`config.mk`:
```
export PLATFORM = sky130hd
export DESIGN_NAME = io_periph_flat
export DESIGN_NICKNAME = d
export VERILOG_FILES = /design/src/rtl/io_periph_pkg.sv /design/src/rtl/io_periph_if.sv /design/src/rtl/io_periph_key_debounce.sv /design/src/rtl/io_periph.sv /design/src/flat_wrapper.sv
export SDC_FILE = /design/constraint.sdc
export NUM_CORES = 1
export LEC_CHECK = 0
export BUFFER_PORTS_ARGS = -buffer_cell sky130_fd_sc_hd__buf_2
export CAP_MARGIN = 10
export CORE_ASPECT_RATIO = 1.1
export CORE_MARGIN = 3
export CORE_UTILIZATION = 25
export DETAILED_ROUTE_END_ITERATION = 8
export PLACE_DENSITY = 0.51
export SLEW_MARGIN = 10
export SYNTH_ARGS = -nofsm -noshare
export SYNTH_HDL_FRONTEND = slang
export SYNTH_HIERARCHICAL = 1
export SYNTH_SLANG_ARGS = --single-unit
```
`constraint.sdc`:
```
create_clock -name i_clk -period 2.2 [get_ports i_clk]
set_clock_uncertainty 0.05 [all_clocks]
set_input_delay 0.22 -clock i_clk [delete_from_list [all_inputs] [get_ports i_clk]]
set_output_delay 0.22 -clock i_clk [all_outputs]
set_load 0.005 [all_outputs]
```
`src/rtl/io_periph_pkg.sv`:
```
// ---------------------------------------------------------------------------
// io_pkg
// Shared definitions for the I/O peripheral bank: region selects, register
// offsets within each region, the blank seven-segment pattern and a helper
// that merges a byte-masked store into an existing word.
// ---------------------------------------------------------------------------
package io_pkg;

  // Upper address halfword of the output and input regions
  localparam logic [15:0] IO_OUT = 16'h1000;
  localparam logic [15:0] IO_IN  = 16'h1001;

  // All segments off (segments are active-low)
  localparam logic [6:0] HEX_BLANK = 7'h7F;

  // Register offsets (addr[14:12]) inside the output region
  typedef enum logic [2:0] {
    REG_LEDR   = 3'd0,
    REG_LEDG   = 3'd1,
    REG_HEX_LO = 3'd2,
    REG_HEX_HI = 3'd3,
    REG_LCD    = 3'd4
  } io_reg_e;

  // Register offsets (addr[14:12]) inside the input region
  typedef enum logic [2:0] {
    REG_SW       = 3'd0,
    REG_KEY      = 3'd1,
    REG_KEY_EDGE = 3'd2
  } io_in_reg_e;

  // Replace each byte lane of oldWord whose mask bit is set with the
  // corresponding lane of newWord
  function automatic logic [31:0] mergeLanes(input logic [31:0] oldWord,
                                             input logic [31:0] newWord,
                                             input logic [3:0]  mask);
    logic [31:0] result;
    result = oldWord;
    for (int b = 0; b < 4; b++) begin
      if (mask[b]) result[8*b +: 8] = newWord[8*b +: 8];
    end
    return result;
  endfunction

endpackage

```
`src/rtl/io_periph_if.sv`:
```
// ---------------------------------------------------------------------------
// io_periph_if
// Load/store bus between the LSU address decoder (master) and the I/O
// peripheral bank (slave).
//   io_valid  access targets the I/O region
//   io_wren   store to the I/O region (already qualified by io_valid)
//   lsu_addr  byte address; [16] picks out/in region, [14:12] the register
//   st_data   byte-lane aligned store data
//   bmask     byte-lane write mask
//   io_rdata  registered load data, valid one cycle after the access
// ---------------------------------------------------------------------------
interface io_periph_if;
  logic        io_valid;
  logic        io_wren;
  logic [31:0] lsu_addr;
  logic [31:0] st_data;
  logic [3:0]  bmask;
  logic [31:0] io_rdata;

  modport master (
    output io_valid, io_wren, lsu_addr, st_data, bmask,
    input  io_rdata
  );

  modport slave (
    input  io_valid, io_wren, lsu_addr, st_data, bmask,
    output io_rdata
  );
endinterface

```
`src/rtl/io_periph_key_debounce.sv`:
```
// ---------------------------------------------------------------------------
// key_debounce
// One push-button: two-flop synchroniser of the inverted (active-low) raw key
// followed by a hold-time debouncer.
//   i_clk, i_reset  clock / synchronous active-high reset
//   i_key_n         raw key, active-low, asynchronous
//   o_stable        debounced level, 1 = pressed
//   o_press         one-cycle pulse in the cycle a press is being accepted
// ---------------------------------------------------------------------------
module key_debounce #(
  parameter int DEB_CYCLES = 50000
) (
  input  logic i_clk,
  input  logic i_reset,
  input  logic i_key_n,
  output logic o_stable,
  output logic o_press
);

  localparam int CW = (DEB_CYCLES > 1) ? $clog2(DEB_CYCLES) : 1;
  localparam logic [CW-1:0] CNT_LAST = CW'(DEB_CYCLES - 1);

  logic          sync1_q, sync2_q, stable_q;
  logic [CW-1:0] cnt_q;

  // The counter only runs while the synchronised level disagrees with the
  // accepted level; any return to agreement restarts it, so a glitch shorter
  // than DEB_CYCLES can never reach the accept point.
  always_ff @(posedge i_clk) begin
    if (i_reset) begin
      sync1_q  <= 1'b0;
      sync2_q  <= 1'b0;
      stable_q <= 1'b0;
      cnt_q    <= '0;
    end else begin
      sync1_q <= ~i_key_n;
      sync2_q <= sync1_q;
      if (sync2_q == stable_q) begin
        cnt_q <= '0;
      end else if (cnt_q == CNT_LAST) begin
        stable_q <= sync2_q;
        cnt_q    <= '0;
      end else begin
        cnt_q <= cnt_q + 1'b1;
      end
    end
  end

  assign o_stable = stable_q;

  // High in the cycle whose closing edge flips stable from released to pressed
  assign o_press = sync2_q & ~stable_q & (cnt_q == CNT_LAST);

endmodule

```
`src/rtl/io_periph.sv`:
```
// ---------------------------------------------------------------------------
// io_periph
// Memory-mapped peripheral bank behind the LSU decoder. Holds the LED, HEX and
// LCD output registers, synchronises the slide switches, debounces the keys,
// latches key presses into a write-1-to-clear edge register and returns
// registered load data for the 0x1000_xxxx / 0x1001_xxxx regions.
//   i_clk, i_reset      clock / synchronous active-high reset
//   bus (slave)         valid/wren/addr/store data/mask in, load data out
//   i_io_sw             raw slide switches (asynchronous)
//   i_io_key            raw keys, active-low (asynchronous)
//   o_io_ledr/ledg      red/green LEDs
//   o_io_hex0..7        seven-segment digits, active-low segments
//   o_io_lcd            LCD control/data word
// ---------------------------------------------------------------------------
module io_periph
  import io_pkg::*;
#(
  parameter int DEB_CYCLES = 50000,
  parameter int NUM_KEYS   = 4
) (
  input  logic                i_clk,
  input  logic                i_reset,
  io_periph_if.slave          bus,
  input  logic [31:0]         i_io_sw,
  input  logic [NUM_KEYS-1:0] i_io_key,
  output logic [31:0]         o_io_ledr,
  output logic [31:0]         o_io_ledg,
  output logic [6:0]          o_io_hex0,
  output logic [6:0]          o_io_hex1,
  output logic [6:0]          o_io_hex2,
  output logic [6:0]          o_io_hex3,
  output logic [6:0]          o_io_hex4,
  output logic [6:0]          o_io_hex5,
  output logic [6:0]          o_io_hex6,
  output logic [6:0]          o_io_hex7,
  output logic [31:0]         o_io_lcd
);

  logic [31:0]         ledr_q, ledr_d, ledg_q, ledg_d, lcd_q, lcd_d;
  logic [7:0][6:0]     hex_q, hex_d;
  logic [31:0]         rdata_q, rdata_d, readData;
  logic [31:0]         sw1_q, sw2_q;
  logic [NUM_KEYS-1:0] keyEdge_q, keyEdge_d, keyStable, keyPress, edgeClr;
  logic                isIn, wrOut, wrIn;
  logic [2:0]          regSel;
  logic                unusedAddrBits;

  // The decoder has already picked the I/O region, so only bit 16 of the
  // upper halfword is needed to tell the two regions apart.
  assign isIn   = (bus.lsu_addr[16] == IO_IN[0]);
  assign regSel = bus.lsu_addr[14:12];
  assign wrOut  = bus.io_wren & ~isIn;
  assign wrIn   = bus.io_wren & isIn;
  assign unusedAddrBits = ^{bus.lsu_addr[31:17], bus.lsu_addr[15], bus.lsu_addr[11:0]};

  genvar k;
  generate
    for (k = 0; k < NUM_KEYS; k++) begin : gKey
      key_debounce #(.DEB_CYCLES(DEB_CYCLES)) uDeb (
        .i_clk    (i_clk),
        .i_reset  (i_reset),
        .i_key_n  (i_io_key[k]),
        .o_stable (keyStable[k]),
        .o_press  (keyPress[k])
      );
    end
  endgenerate

  // Load mux; HEX bytes carry a zero in bit 7, unmapped offsets read zero.
  always_comb begin
    readData = '0;
    if (isIn) begin
      case (regSel)
        REG_SW:       readData = sw2_q;
        REG_KEY:      readData[NUM_KEYS-1:0] = keyStable;
        REG_KEY_EDGE: readData[NUM_KEYS-1:0] = keyEdge_q;
        default:      readData = '0;
      endcase
    end else begin
      case (regSel)
        REG_LEDR:   readData = ledr_q;
        REG_LEDG:   readData = ledg_q;
        REG_HEX_LO: readData = {1'b0, hex_q[3], 1'b0, hex_q[2], 1'b0, hex_q[1], 1'b0, hex_q[0]};
        REG_HEX_HI: readData = {1'b0, hex_q[7], 1'b0, hex_q[6], 1'b0, hex_q[5], 1'b0, hex_q[4]};
        REG_LCD:    readData = lcd_q;
        default:    readData = '0;
      endcase
    end
  end

  // Next-state for stores, the sticky edge register and the load data.
  // A press being accepted in the same cycle as a clearing store wins.
  always_comb begin
    ledr_d  = ledr_q;
    ledg_d  = ledg_q;
    lcd_d   = lcd_q;
    hex_d   = hex_q;
    rdata_d = rdata_q;
    edgeClr = '0;
    if (wrOut) begin
      case (regSel)
        REG_LEDR: ledr_d = mergeLanes(ledr_q, bus.st_data, bus.bmask);
        REG_LEDG: ledg_d = mergeLanes(ledg_q, bus.st_data, bus.bmask);
        REG_LCD:  lcd_d  = mergeLanes(lcd_q, bus.st_data, bus.bmask);
        REG_HEX_LO: begin
          for (int b = 0; b < 4; b++)
            if (bus.bmask[b]) hex_d[b] = bus.st_data[8*b +: 7];
        end
        REG_HEX_HI: begin
          for (int b = 0; b < 4; b++)
            if (bus.bmask[b]) hex_d[4+b] = bus.st_data[8*b +: 7];
        end
        default: ;
      endcase
    end
    if (wrIn && regSel == REG_KEY_EDGE && bus.bmask[0]) begin
      edgeClr = bus.st_data[NUM_KEYS-1:0];
    end
    keyEdge_d = (keyEdge_q & ~edgeClr) | keyPress;
    if (bus.io_valid && !bus.io_wren) begin
      rdata_d = readData;
    end
  end

  // All architectural state, plus the two-flop switch synchroniser.
  always_ff @(posedge i_clk) begin
    if (i_reset) begin
      ledr_q    <= '0;
      ledg_q    <= '0;
      lcd_q     <= '0;
      hex_q     <= {8{HEX_BLANK}};
      rdata_q   <= '0;
      sw1_q     <= '0;
      sw2_q     <= '0;
      keyEdge_q <= '0;
    end else begin
      ledr_q    <= ledr_d;
      ledg_q    <= ledg_d;
      lcd_q     <= lcd_d;
      hex_q     <= hex_d;
      rdata_q   <= rdata_d;
      sw1_q     <= i_io_sw;
      sw2_q     <= sw1_q;
      keyEdge_q <= keyEdge_d;
    end
  end

  assign bus.io_rdata = rdata_q;
  assign o_io_ledr    = ledr_q;
  assign o_io_ledg    = ledg_q;
  assign o_io_lcd     = lcd_q;
  assign o_io_hex0    = hex_q[0];
  assign o_io_hex1    = hex_q[1];
  assign o_io_hex2    = hex_q[2];
  assign o_io_hex3    = hex_q[3];
  assign o_io_hex4    = hex_q[4];
  assign o_io_hex5    = hex_q[5];
  assign o_io_hex6    = hex_q[6];
  assign o_io_hex7    = hex_q[7];

endmodule

```
`src/flat_wrapper.sv`:
```
// flat-port wrapper written by rule: the top's interface ports become plain ports
module io_periph_flat import io_pkg::*;
#(
  parameter int DEB_CYCLES = 50000,
  parameter int NUM_KEYS   = 4
)
  (i_clk, i_reset, i_io_sw, i_io_key, o_io_ledr, o_io_ledg, o_io_hex0, o_io_hex1, o_io_hex2, o_io_hex3, o_io_hex4, o_io_hex5, o_io_hex6, o_io_hex7, o_io_lcd, bus_io_valid, bus_io_wren, bus_lsu_addr, bus_st_data, bus_bmask, bus_io_rdata);
  io_periph_if bus_i ();
  input  logic i_clk;
  input  logic i_reset;
  input  logic [31:0] i_io_sw;
  input  logic [NUM_KEYS-1:0] i_io_key;
  output logic [31:0] o_io_ledr;
  output logic [31:0] o_io_ledg;
  output logic [6:0] o_io_hex0;
  output logic [6:0] o_io_hex1;
  output logic [6:0] o_io_hex2;
  output logic [6:0] o_io_hex3;
  output logic [6:0] o_io_hex4;
  output logic [6:0] o_io_hex5;
  output logic [6:0] o_io_hex6;
  output logic [6:0] o_io_hex7;
  output logic [31:0] o_io_lcd;
  input wire logic [$bits(bus_i.io_valid)-1:0] bus_io_valid;
  input wire logic [$bits(bus_i.io_wren)-1:0] bus_io_wren;
  input wire logic [$bits(bus_i.lsu_addr)-1:0] bus_lsu_addr;
  input wire logic [$bits(bus_i.st_data)-1:0] bus_st_data;
  input wire logic [$bits(bus_i.bmask)-1:0] bus_bmask;
  output wire logic [$bits(bus_i.io_rdata)-1:0] bus_io_rdata;
  assign bus_i.io_valid = bus_io_valid;
  assign bus_i.io_wren = bus_io_wren;
  assign bus_i.lsu_addr = bus_lsu_addr;
  assign bus_i.st_data = bus_st_data;
  assign bus_i.bmask = bus_bmask;
  assign bus_io_rdata = bus_i.io_rdata;
  io_periph #(.DEB_CYCLES(DEB_CYCLES), .NUM_KEYS(NUM_KEYS)) u_core (.i_clk(i_clk), .i_reset(i_reset), .bus(bus_i), .i_io_sw(i_io_sw), .i_io_key(i_io_key), .o_io_ledr(o_io_ledr), .o_io_ledg(o_io_ledg), .o_io_hex0(o_io_hex0), .o_io_hex1(o_io_hex1), .o_io_hex2(o_io_hex2), .o_io_hex3(o_io_hex3), .o_io_hex4(o_io_hex4), .o_io_hex5(o_io_hex5), .o_io_hex6(o_io_hex6), .o_io_hex7(o_io_hex7), .o_io_lcd(o_io_lcd));
endmodule
```
==> metrics.txt, run 1 <==
Starting Density=0.256; slack of the worst reg-to-reg path=320 ps; fin area=0.0179 mm2; reg2reg start=u_core/gKey[3].uDeb/cnt_q[6]; DP Area=0.0158 mm2; Max transition margin=0.584; dpl cells=2482; Core Area=0.0531 mm2; Peak VDD IR=415 uV; CTS tree=yes; DRC Markers=0; row count=88; Skew-Pair Late Insertion Delay=550 ps; post-synthesis cell area=0.0136 mm2; dpl hpwl=34.2 mm; wirelength, routed=48.2 mm; Routability Congestion=0.828; synthesized instance count=1541; Vias/cell=4.67; worst hold path class=in2reg; Fillers=5598; vias=12.3k; final worst slack=324 ps; Clock Tree Root=clkbuf_16; Syn Nets=1657; asr flop ratio synth=0; period utilization=0.853; final hold viol count=0; unrepaired setup endpoints after global routing=false; register bit total from synthesis=328; largest net degree at the start of global routing=115; # H-tree levels=2; Pwr Total=13.9 mW; initial antenna violation count=5; Setup violations, final=0; Global Route Usage Sum=0.162; 1st-pass router iterations=6; CTS clk-pin slew, worst paths=60 ps; EDFF count, synth=0; area of the multi-input gates=0.00643 mm2; Top FF cell, synth=dfxtp_1; Die W=228 um; Worst Path Required=2640 ps; Hold WS=91.7 ps; max-cap violation count=0; CP startpoint=u_core/gKey[3].uDeb/cnt_q[6]; Synth Warn #=6; Max clock buf depth=3; Die Y=250 um; register area=0.00657 mm2; status=finished clean; post-layout min period=1880 ps; routed len/inst=18.4 um; sequential area share after synthesis=0.484; Slew Limit Fails=0; Least-Margin Pin Slew=622 ps; num ports=292; total leakage power=6.88 nW; Nets=1991; TritonCTS Sinks=328; HP Start=bus_io_valid; Critical Path Sink Type=register; global-route wire length before repair=72.4 mm; Syn Area/Cell=8.80 um2; count of different cell masters after synthesis=54; vias in the first global route=12.1k; Num CTS Buffers=39; DIE AREA=0.0571 mm2; final std cells w/o fill=2626; Initial DRC Count=944; dpl ws=198 ps; Synth-to-Final Area Change=31.6%; commonest non-fill, non-tap cell in the layout=dfxtp_1; commonest cells after routing, fill and taps aside=dfxtp_1 (328), buf_2 (261), nand2_1 (250), nor2_1 (154), a21oi_1 (129); type of origin of the critical path=register; post-route ant nets=0; Setup TNS Final=0 ps; Power Density=780 mW/mm2; CP Class=reg2reg; Final Util=0.336; gr ovfl total=0; layout cells sized above 1=0.215; Data arrival, critical path=2310 ps; setup bufs post-CTS=0; Achievable Freq=0.533 GHz; IO buf count=263; worst-path maximum fanout=4
-- critical path, stage by stage, from the launching register on --
cell,delay (ps)
dfxtp_1,380
or3b_1,350
or3_4,420
or4b_1,480
a21oi_1,150
-- sequential cells by signal (all words and copies together), names as in the netlist, 7 cells and up --
register / count
u_core/gKey.uDeb/cnt_q: 64
u_core/bus.io_rdata: 32
u_core/o_io_lcd: 32
u_core/o_io_ledg: 32
u_core/o_io_ledr: 32
u_core/sw1_q: 32
u_core/sw2_q: 32
u_core/o_io_hex0: 7
u_core/o_io_hex1: 7
u_core/o_io_hex2: 7
u_core/o_io_hex3: 7
u_core/o_io_hex4: 7
u_core/o_io_hex5: 7
u_core/o_io_hex6: 7
u_core/o_io_hex7: 7
-- timing repair --
action	4_1_cts	5_1_grt
gates resized for setup	0	0
hold endpoints to repair	196	0
hold buffers	72	0
-- where the power goes --
group	total, mW	internal (mW)	switching [mW]
sequential	6.13	6.06	0.0617
combinational	0.982	0.412	0.571
clock	6.82	4.22	2.59
-- final cells by class --
class	count	share of cell area
inverter	24	0.00505
antenna	2	0.000280
multi-input combinational	1097	0.360
tap	720	0.0505
clock buffer	54	0.0641
clock inverter	16	0.0125
sequential	328	0.368
timing repair buffer	385	0.140
-- synthesized netlist by cell type (4+ instances only) --
| cell | number | area share |
|---|---|---|
| clkbuf_1 | 49 | 0.014 |
| xor2_1 | 4 | 0.0026 |
| a222oi_1 | 4 | 0.0030 |
| buf_6 | 8 | 0.0066 |
| and3b_1 | 4 | 0.0026 |
| inv_1 | 24 | 0.0066 |
| nand4_1 | 12 | 0.0055 |
| buf_4 | 8 | 0.0044 |
| nor2b_1 | 71 | 0.033 |
| nor2_1 | 154 | 0.043 |
| nand4bb_1 | 6 | 0.0050 |
| a221oi_1 | 4 | 0.0026 |
| o21ai_0 | 35 | 0.013 |
| mux2_2 | 9 | 0.0075 |
| nand3_1 | 96 | 0.035 |
| nand2_1 | 250 | 0.069 |
| dfxtp_1 | 328 | 0.48 |
| nor3_1 | 18 | 0.0066 |
| nor4_1 | 19 | 0.0088 |
| o221ai_1 | 4 | 0.0026 |
| a311oi_1 | 24 | 0.015 |
| a21oi_1 | 129 | 0.048 |
| o2bb2ai_1 | 27 | 0.017 |
| ha_1 | 8 | 0.0074 |
| mux2i_1 | 58 | 0.043 |
| xnor2_1 | 52 | 0.034 |
| buf_1 | 4 | 0.0011 |
| nand3b_1 | 63 | 0.035 |
| or3_1 | 5 | 0.0023 |
| buf_2 | 19 | 0.0070 |
| nor2_4 | 6 | 0.0050 |
-- path summary, 6_finish.rpt --
| kind | to | cells after the start |
|---|---|---|
| min reg2reg | u_core/sw2_q[15] | 1 |
| max reg2reg | u_core/gKey[3].uDeb/o_stable | 4 |
| max | u_core/gKey[3].uDeb/o_stable | 4 |
| min | u_core/bus.io_rdata[5] | 4 |
-- routing by layer --
layer / part of all wire / up-vias / GRT usage
met5: 0.00064 / - / 0
met4: 0.031 / 4 / 0.0585
met3: 0.078 / 79 / 0.0472
met2: 0.47 / 387 / 0.269
met1: 0.42 / 5820 / 0.200
li1: - / 5977 / -
-- cell families after synthesis --
kind of cell	Yosys count	share of synthesized area
adders and majority gates	8	0.00738
muxes	67	0.0503
DFF	328	0.484
xor gates and xnor gates	56	0.0362
buffers and inverters	116	0.0431
AOI/OAI and AO/OA	236	0.107
and+or+nand+nor	730	0.272
(Power assumes the default switching activity.)
==> inputs of run 2 (changes only) <==
- REMOVE_ABC_BUFFERS: default -> 1
==> run 2 against run 1 <==
Largest power group unchanged; global-route usage rose by 0.16 points; sequential cell count did not move; die area did not move; cell area fell by 0.51%; combinational power fell by 0.6%; final cell count did not move; worst hold slack improved by 15 ps.
==> metrics.txt, run 2 (synthesized netlist as in run 1, its figures left out) <==
setup bufs post-CTS=0; commonest non-fill, non-tap cell in the layout=dfxtp_1; vias=12.3k; post_cts resized=0; Die Y=250 um; initial antenna violation count=5; Vias/cell=4.69; worst-path maximum fanout=4; CP Buf/Inv Count=0; DIE AREA=0.0571 mm2; largest net degree at the start of global routing=70; status=finished clean; row count=88; Top reg by flops=u_core/gKey.uDeb/cnt_q; Synth-to-Final Area Change=31.0%; Max clock buf depth=3; unrepaired setup endpoints after global routing=false; vias in the first global route=12.2k; num ports=292; post-route ant nets=0; Critical Path Sink Type=register; Num CTS Buffers=38; routed len/inst=18.3 um; Least-Margin Pin Slew=580 ps; commonest cells after routing, fill and taps aside=dfxtp_1 (328), buf_2 (261), nand2_1 (250), nor2_1 (154), a21oi_1 (129); final hold viol count=0; # H-tree levels=2; Crit path max-delay family=simple AND/OR/NAND/NOR gates; max-cap violation count=0; dpl ws=245 ps; dpl cells=2486; area of the multi-input gates=0.00643 mm2; Die W=228 um; Routability Congestion=0.809; Fillers=5649; Skew-Pair Late Insertion Delay=550 ps; Setup violations, final=0; hold_buf cts=68; dpl hpwl=33.6 mm; IO buf count=263; final worst slack=322 ps; Global Route Usage Sum=0.164; Largest register FFs=64; wirelength, routed=48.2 mm; layout cells sized above 1=0.213; Hold WS=107 ps; Data arrival, critical path=2290 ps; worst hold path class=in2reg; Achievable Freq=0.532 GHz; gr ovfl total=0; Slew Limit Fails=0; Core Area=0.0531 mm2; final std cells w/o fill=2626; Max transition margin=0.612; period utilization=0.854; Slowest cell on crit path=or4b_1; Clock Tree Root=clkbuf_16; Initial DRC Count=854; Nets=1990; DRC Markers=0; Worst Path Required=2610 ps; critical-path cell list=or3b_1, or3_4, or4b_1, a21oi_1; CTS clk-pin slew, worst paths=60 ps; global-route wire length before repair=73.1 mm; total leakage power=6.82 nW; CTS tree=yes; Starting Density=0.256; type of origin of the critical path=register; CP Class=reg2reg; slowest stage delay, CP=470 ps; post-layout min period=1880 ps; TritonCTS Sinks=328; Power Density=751 mW/mm2; register area=0.00657 mm2; Peak VDD IR=571 uV; Setup TNS Final=0 ps; 1st-pass router iterations=6
[run 2: cell types whose count changed in the layout (fill, tap and decap cells not counted), moves of 3 or more]
cell	delta
bufinv_16	-5
buf_12	+3
clkbuf_1	+8
clkinv_2	-4
dlygate4sd3_1	-4
[run 2: routing by layer]
metal,GRT usage,wire length [um]
met1,0.200,20600
met4,0.0624,1660
met5,0,22
met2,0.275,22600
met3,0.0424,3330
[run 2: power by group]
group | internal [mW] | leakage (nW) | switching (mW)
combinational | 0.415 | 3.55 | 0.561
sequential | 6.06 | 2.67 | 0.0576
clock | 3.72 | 0.605 | 2.53
total | 10.2 | 6.82 | 3.15
[run 2: path summary, 6_finish.rpt]
| check | endpoint | cells past startpoint | slack (ps) | startpoint |
|---|---|---|---|---|
| setup / recovery | u_core/gKey[3].uDeb/o_stable | 4 | 320 | u_core/gKey[3].uDeb/cnt_q[6] |
| hold / removal | u_core/bus.io_rdata[31] | 4 | 110 | bus_io_valid |
| setup reg to reg | u_core/gKey[3].uDeb/o_stable | 4 | 320 | u_core/gKey[3].uDeb/cnt_q[6] |
| hold reg to reg | u_core/sw2_q[28] | 1 | 370 | u_core/sw1_q[28] |
[run 2: stage by stage]
stage	power, mW	instance area [um2]	util
after floorplan	6.58	13100	-
after global placement	7.12	15800	0.298
after detailed placement	7.13	15800	0.298
after CTS	13.6	17800	0.335
after global routing	13.9	17800	0.335
final	13.3	17800	0.335
[run 2: layout make-up]
class	count	share of cell area
sequential	328	0.370
multi-input combinational	1097	0.362
timing repair buffer	385	0.142
clock buffer	63	0.0675
tap	720	0.0507
inverter	24	0.00507
clock inverter	7	0.00247
antenna	2	0.000282
[run 2: worst min-delay path: cells and delay by family]
family / cells / cell delay, ps
AND/OR/NAND/NOR: 3 / 330
buffers and inverters: 1 / 110
